[config.mk]
export PLATFORM = sky130hd
export DESIGN_NAME = lesson_controller
export DESIGN_NICKNAME = d
export VERILOG_FILES = /design/src/rtl/lesson_controller.sv
export SDC_FILE = /design/constraint.sdc
export NUM_CORES = 1
export LEC_CHECK = 0
export CORE_MARGIN = 3
export CORE_UTILIZATION = 25
export DETAILED_ROUTE_END_ITERATION = 16
export GPL_ROUTABILITY_DRIVEN = 1
export GPL_TIMING_DRIVEN = 1
export PLACE_DENSITY = 0.56
export SLEW_MARGIN = 20
export SYNTH_ARGS = -nofsm -noshare
export SYNTH_HDL_FRONTEND = slang
export SYNTH_SLANG_ARGS = --single-unit
[constraint.sdc]
create_clock -name CLK -period 4 [get_ports CLK]
set_input_delay 0.8 -clock CLK [delete_from_list [all_inputs] [get_ports CLK]]
set_output_delay 0.8 -clock CLK [all_outputs]
set_load 0.005 [all_outputs]
[src/rtl/lesson_controller.sv]
// Lesson-mode sequencer: walks a song ROM, hints the expected key on Led and scores presses.
// Define LESSON_TIMEOUT_EN to skip a note (and count a mistake) after TIMEOUT_BEATS beats.
module lesson_controller #(
  parameter int unsigned ADDR_W        = 6,
  parameter int unsigned TIMEOUT_BEATS = 8
) (
  input  logic              CLK,
  input  logic              RESET,
  input  logic              START,
  input  logic              QUARTER_BEAT,
  input  logic [7:0]        sw,
  output logic [ADDR_W-1:0] rom_addr,
  input  logic [3:0]        rom_note,
  output logic [3:0]        note,
  output logic [7:0]        Led,
  output logic [7:0]        mistakes,
  output logic              busy,
  output logic              done
);

  localparam logic [3:0] EndCode = 4'd15;

  if (TIMEOUT_BEATS < 1 || TIMEOUT_BEATS > 255) begin : g_bad_timeout
    $error("TIMEOUT_BEATS must lie in 1..255");
  end

  typedef enum logic [3:0] {
    StIdle,
    StFetch,
    StEval,
    StArm,
    StWaitKey,
    StHold,
    StRelease,
    StRest,
    StDone
  } state_e;

  state_e            state_q, state_d;
  logic [ADDR_W-1:0] addr_q, addr_d;
  logic [3:0]        expected_q, expected_d;
  logic [3:0]        note_q, note_d;
  logic [7:0]        led_q, led_d;
  logic [7:0]        mistakes_q, mistakes_d;
  logic              busy_q, busy_d;
  logic              done_q, done_d;

  logic [3:0] pressed;
  logic       key_down;
  logic       rom_is_note;
  logic [7:0] rom_hint;
  logic [7:0] mistakes_inc;
  logic       last_addr;
  logic       timeout;
  logic       advance;

  // Later (higher) indices overwrite earlier ones, so the highest pressed key wins.
  always_comb begin
    pressed = 4'd0;
    for (int i = 0; i < 8; i++) begin
      if (sw[i]) pressed = 4'(8 - i);
    end
  end

  assign key_down     = |sw;
  assign rom_is_note  = (rom_note >= 4'd1) && (rom_note <= 4'd8);
  assign rom_hint     = rom_is_note ? (8'h80 >> (rom_note - 4'd1)) : 8'h00;
  assign mistakes_inc = (mistakes_q == 8'hFF) ? 8'hFF : mistakes_q + 8'd1;
  assign last_addr    = (addr_q == {ADDR_W{1'b1}});

`ifdef LESSON_TIMEOUT_EN
  logic [7:0] beat_q, beat_d;
  logic       counting;

  assign counting = (state_q == StWaitKey) || (state_q == StRelease);
  assign timeout  = counting && QUARTER_BEAT &&
                    (({1'b0, beat_q} + 9'd1) >= 9'(TIMEOUT_BEATS));

  // Held at zero in EVAL/ARM so every fresh WAIT_KEY starts from a clean count.
  always_comb begin
    beat_d = beat_q;
    if ((state_q == StEval) || (state_q == StArm)) begin
      beat_d = 8'd0;
    end else if (counting && QUARTER_BEAT) begin
      beat_d = beat_q + 8'd1;
    end
  end

  always_ff @(posedge CLK or posedge RESET) begin
    if (RESET) begin
      beat_q <= 8'd0;
    end else begin
      beat_q <= beat_d;
    end
  end
`else
  assign timeout = 1'b0;
`endif

  always_comb begin
    state_d    = state_q;
    addr_d     = addr_q;
    expected_d = expected_q;
    note_d     = note_q;
    led_d      = led_q;
    mistakes_d = mistakes_q;
    advance    = 1'b0;

    unique case (state_q)
      StIdle: begin
        state_d = StIdle;
      end
      StFetch: begin
        state_d = StEval;
      end
      StEval: begin
        expected_d = rom_note;
        note_d     = 4'd0;
        if (rom_note == EndCode) begin
          state_d = StDone;
          led_d   = 8'h00;
        end else if (!rom_is_note) begin
          state_d = StRest;
          led_d   = 8'h00;
        end else begin
          led_d   = rom_hint;
          state_d = key_down ? StArm : StWaitKey;
        end
      end
      StArm: begin
        if (!key_down) state_d = StWaitKey;
      end
      StWaitKey: begin
        // A correct press beats a simultaneous timeout tick.
        if (key_down && (pressed == expected_q)) begin
          state_d = StHold;
          note_d  = expected_q;
        end else if (timeout) begin
          mistakes_d = mistakes_inc;
          advance    = 1'b1;
        end else if (key_down) begin
          mistakes_d = mistakes_inc;
          note_d     = 4'd0;
          state_d    = StRelease;
        end
      end
      StRelease: begin
        if (timeout) begin
          mistakes_d = mistakes_inc;
          advance    = 1'b1;
        end else if (!key_down) begin
          state_d = StWaitKey;
        end
      end
      StHold: begin
        if (!key_down) advance = 1'b1;
      end
      StRest: begin
        if (QUARTER_BEAT) advance = 1'b1;
      end
      StDone: begin
        state_d = StDone;
      end
      default: begin
        state_d = StIdle;
      end
    endcase

    if (advance) begin
      note_d = 4'd0;
      if (last_addr) begin
        state_d = StDone;
        led_d   = 8'h00;
      end else begin
        state_d = StFetch;
        addr_d  = addr_q + 1'b1;
      end
    end

    if (START) begin
      state_d    = StFetch;
      addr_d     = '0;
      mistakes_d = 8'd0;
      note_d     = 4'd0;
      led_d      = 8'h00;
    end

    busy_d = !(state_d inside {StIdle, StDone});
    done_d = (state_d == StDone);
  end

  always_ff @(posedge CLK or posedge RESET) begin
    if (RESET) begin
      state_q    <= StIdle;
      addr_q     <= '0;
      expected_q <= 4'd0;
      note_q     <= 4'd0;
      led_q      <= 8'h00;
      mistakes_q <= 8'd0;
      busy_q     <= 1'b0;
      done_q     <= 1'b0;
    end else begin
      state_q    <= state_d;
      addr_q     <= addr_d;
      expected_q <= expected_d;
      note_q     <= note_d;
      led_q      <= led_d;
      mistakes_q <= mistakes_d;
      busy_q     <= busy_d;
      done_q     <= done_d;
    end
  end

  assign rom_addr = addr_q;
  assign note     = note_q;
  assign Led      = led_q;
  assign mistakes = mistakes_q;
  assign busy     = busy_q;
  assign done     = done_q;

endmodule

-- Word level (Yosys, flattened, before mapping)
Index checks and enable logic that the tools add are counted.
- logic and storage cells: 85
- output and inout bits: 28
- bits of input ports: 16
- bits in registers: 36
- add/sub/neg operators: 3
- eq/ne operators: 16
- shift operators: 1
- reductions and logical operators: 15
- magnitude comparators: 2
- muxes and demuxes: 40
- operator list (kind ; number):
    two-way mux 8 bit ; 11
    two-way mux 4 bit ; 19
    case mux 4 bit (6 select lines) ; 1
    two-way mux 6 bit ; 3
    == test 4 x 3 -> 1 bit, second input constant ; 4
    == test 4 bit, second input constant ; 3
    adder 8 x 1 -> 8 bit, second input constant ; 1
    == test 4 x 2 -> 1 bit, second input constant ; 2
    == test 8 bit, second input constant ; 1
    case mux 4 bit (2 select lines) ; 1
    nonzero test 2 bit ; 4
    OR reduction 8 bit ; 1
    >> shifter 8 x 4 -> 8 bit, first input constant ; 1
    adder 6 x 1 -> 6 bit, second input constant ; 1
    == test 6 bit, second input constant ; 1
    two-way mux 3 bit ; 2
    != test 5 bit, second input constant ; 1
    == test 4 x 1 -> 1 bit, second input constant ; 1
    == test 4 bit ; 1
    >= comparator 4 x 1 -> 1 bit, second input constant ; 1
    less-or-equal comparator 4 bit, second input constant ; 1
    zero test 4 bit ; 1
    != test 2 bit, second input constant ; 2
    AND reduction 2 bit ; 2
    other kinds (8) ; 11

-- Logic depth before layout (Yosys ltp)
- depth in word-level cells: 17
- depth in mapped cells: 7
- gate-level depth less buffers: 6

-- Worst setup path after synthesis
No wires, ideal clock.
- path kind: input -> register
- start: input port sw[1]
- end: register addr_q[3] (netlist: rom_addr[3])
- required time: 3.868 ns
- slack: 1.635 ns
- buffers on the path: 0
- arrival: 2.233 ns
- stages: 6
- setup time: 0.132 ns
- cells stage by stage: or4_4 -> o31ai_4 -> nor3b_4 -> nand4_1 -> xor2_1 -> nor2_1
- cells in the longest elaborated chain, start to end: 5
- ends and longest elaborated chain (element ; line ; source):
    start, declared ; 11 ; input logic [7:0] sw,
    OR reduction 8 bit ; 65 ; assign key_down = |sw;
    two-way mux 1 bit ; 156 ; if (!key_down) advance = 1'b1;
    case mux 1 bit (2 select lines) ; 109 ; unique case (state_q)
    nonzero test 2 bit (no line) ; n/a ;
    AND reduction 2 bit (no line) ; n/a ;
    end signal, assigned ; 204 ; addr_q <= addr_d;
    end, declared ; 40 ; logic [ADDR_W-1:0] addr_q, addr_d;
No other way between the ends.
A chain may end at the register's enable or synchronous reset.

-- Worst setup path after layout
- start: input port sw[3]
- end: register mistakes_q[1] (netlist: mistakes[1])
- cells in the longest elaborated chain, start to end: 9
- elaborated cells on any way between the ends: 11
- classes of those cells: 2 x eq/ne; 5 x mux; 4 x reduce/logical
- ends and longest elaborated chain (element ; line ; source):
    two-way mux 4 bit (5 in a row) ; 61 ; if (sw[i]) pressed = 4'(8 - i);
    == test 4 bit ; 135 ; if (key_down && (pressed == expected_q)) begin
    logical AND 1 bit ; 135 ;
    != test 2 bit (no line) ; n/a ;
    AND reduction 3 bit (no line) (*) ; n/a ;
    end signal, assigned ; 208 ; mistakes_q <= mistakes_d;
    end, declared ; 44 ; logic [7:0] mistakes_q, mistakes_d;
Mark *: on every way between the ends. The rest lies on a longest branch, timed or not.

==> metrics.md <==
| Metric | Value |
|---|---|
| Area growth from synthesis to layout | `31.0%` |
| Mean post-synth cell area | `8.85 µm²` |
| Final worst path period need | `2960 ps` |
| Critical path peak fanout | `15` |
| GPL Wtd Cong | `0.868` |
| Clock Tree Buf Depth | `2` |
| Async SR Flop Fraction | `100%` |
| Clock power share | `31.6%` |
| Crit share post-route | `74.0%` |
| Total track usage | `11.7%` |
| Nets@finish | `291` |
| HP Class | `reg -> reg` |
| Startpoint Class | `input port` |
| Top-area cell type share of the netlist area | `44.3%` |
| Fmax | `338 MHz` |
| Mapped Cells | `230` |
| Top-Level Pins | `44` |
| TritonRoute pass-1 iters | `4` |
| Final Hold Fails | `0` |
| MaxCap Viol Count | `0` |
| Antenna-violating nets left | `0` |
| Peak VDD IR | `0.146 mV` |
| CTS clock-pin slew for the worst setup and hold paths | `80 ps` |
| Register area share after synthesis | `44.3%` |
| Post-synth top area cell | `dfrtp_1` |
| DIE WIDTH | `96.2 µm` |
| DRC violations left | `0` |
| Comb pwr share | `18.3%` |
| Post-DR vias/cell | `4.95` |
| Share of cells above drive strength 1 | `6.20%` |
| Library cells used by synthesis | `43` |
| Int Power | `0.000595 W` |
| First-pass GRT wire length | `8650 µm` |
| Setup_tns | `0 ps` |
| EDFF count, synth | `0` |
| Post-CTS Setup Bufs | `0` |
| Top-count cell post-synth | `dfrtp_1` |
| Sw frac | `30.3%` |
| Arrival @ worst endpoint | `3150 ps` |
| Tightest Pin Transition | `1000 ps` |
| Hold Buf Count CTS | `0` |
| Via count | `1861` |
| FF+latch count, synth | `36` |
| I/O Buffers | `43` |
| Final setup fails | `0` |
| Num CTS Buffers | `5` |
| Core area | `0.00781 mm²` |
| Largest net degree at the start of global routing | `26` |
| CTS resizes | `0` |
| Gr ovfl total | `0` |
| Sequential power share | `50.1%` |
| Iteration-0 DRC Markers | `59` |
| Root Driver | `clkbuf_8` |
| Top cells by area, synth | `dfrtp_1 44%, nand2_1 6.3%, a21oi_1 4.2%` |
| Placed inst area | `0.00257 mm²` |
| Unrepaired setup endpoints after global routing | `no` |
| Initial Util | `26.1%` |
| CP Data Required Time | `4190 ps` |
| Clock latency on the worst-skew pair | `290 ps` |
| Number of diodes | `0` |
| P_leak | `1.05 nW` |
| Final Slew Violations | `0` |
| Wire per inst | `13.4 µm` |
| H-tree depth | `2` |
| # fillers | `816` |
| Die area | `0.00926 mm²` |
| Initial antenna violation count | `0` |
| Die Y | `96.2 µm` |
| Fin area | `0.00267 mm²` |
| Synth top cells by count | `36 x dfrtp_1, 34 x nand2_1, 21 x nor2_1` |
| Syn_nets | `248` |
| Row count | `32` |
| Final WL | `5040 µm` |
| Net switching power | `0.000259 W` |
| Clock sink count | `36` |
| Main synth FF type | `dfrtp_1` |
| TritonCTS clock tree | `yes` |
| Vias in the first global route | `1773` |
| Mapped Area | `0.00204 mm²` |
| Setup crit end kind | `register` |
| Final Skew | `6.30 ps` |
| Synth Warn # | `0` |
| Outcome | `complete, no violations` |
| Pwr per Cell Area | `320 mW/mm²` |
| Crit path kind | `in -> reg` |
| Post-DP HPWL | `3820 µm` |
| Relative slew slack | `32.9%` |
==> registers in the layout, indices dropped and copies added, names as in the netlist <==
signal      cells
rom_addr        6
Led             8
busy            1
expected_q      4
note            4
mistakes        8
done            1
state_q         4
==> area by class of cell <==
class	instances	area, µm²	area share, %
inverter	5	18.8	0.704
sequential	36	901	33.8
tap	102	128	4.78
multi-input combinational	179	1070	40.3
timing repair buffer	46	453	17.0
clock buffer	6	82.6	3.10
clock inverter	2	10.0	0.375
==> power by group through the flow <==
stage / clock network [W] / logic [W] / registers [W]
2_1_floorplan: 0 / 0.000112 / 0.000418
3_3_place_gp: 0 / 0.000157 / 0.000434
3_5_place_dp: 0 / 0.000156 / 0.000435
4_1_cts: 0.000280 / 0.000157 / 0.000428
5_1_grt: 0.000299 / 0.000177 / 0.000433
6_report: 0.000270 / 0.000156 / 0.000427
==> metrics by stage <==
step                worst slack, ps  instances  hold WS (ps)  power (W)  util, %
detailed placement              748        368           516   0.000591     33.0
CTS                            1040        376           526   0.000866     34.2
global placement                830        368           516   0.000591     33.0
finish                         1040        376           517   0.000853     34.2
global route                    772        376           548   0.000909     34.2
floorplan                      1630        230           487   0.000530        -
==> cells in the final DEF (no fill, tap or decap), drive strengths merged, types with 5 or more instances in the layout <==
cell,synthesis,final
a31oi,5,5
o21ai,8,8
a21oi,17,17
and3,6,6
nand2,34,34
xor2,5,5
clkdlybuf4s50,0,43
nor2,21,21
nor2b,10,10
nand4,10,10
nor3,5,5
dfrtp,36,36
nand3,9,9
clkbuf,9,6
==> cell families (layout without fill, tap and decap cells) <==
kind of cell | Yosys count | after routing | share of synthesized area [%]
flip-flops | 36 | 36 | 44.3
adder cells (fa/ha/maj) | 2 | 2 | 1.23
multiplexers | 1 | 1 | 0.492
XOR/XNOR | 8 | 8 | 3.44
buffers and inverters | 15 | 59 | 2.95
AO/OA/AOI/OAI | 49 | 49 | 16.3
AND/OR/NAND/NOR | 119 | 119 | 31.3
==> final timing paths <==
check                              startpoint     endpoint  slack (ps)  cells past startpoint
worst max register to register  expected_q[1]  mistakes[1]        1820                      6
worst min-delay path                   Led[7]       Led[7]         520                      2
worst min register to register         Led[7]       Led[7]         520                      2
worst max-delay path                    sw[3]  mistakes[1]        1040                      7
max in group asynchronous               RESET   state_q[2]        2480                      3
min in group asynchronous               RESET  mistakes[2]         900                      2
==> critical path, cell delays in order <==
cell and delay (ps):
clkdlybuf4s50_1 510, nor4_1 490, nand4b_1 170, xor2_1 150, o211ai_1 410, and2_1 350
a311oi_1 260
==> metal layers <==
metal | wire [µm] | up-vias | share of wire, % | global-route usage [%]
met4 | 75 | 0 | 1.5 | 3.67
met5 | 0 | - | 0 | 0
met2 | 2250 | 58 | 45 | 17.4
met3 | 257 | 9 | 5.1 | 2.50
li1 | - | 916 | - | -
met1 | 2460 | 878 | 49 | 16.7
Note: power is estimated with default switching activity, not from simulation.
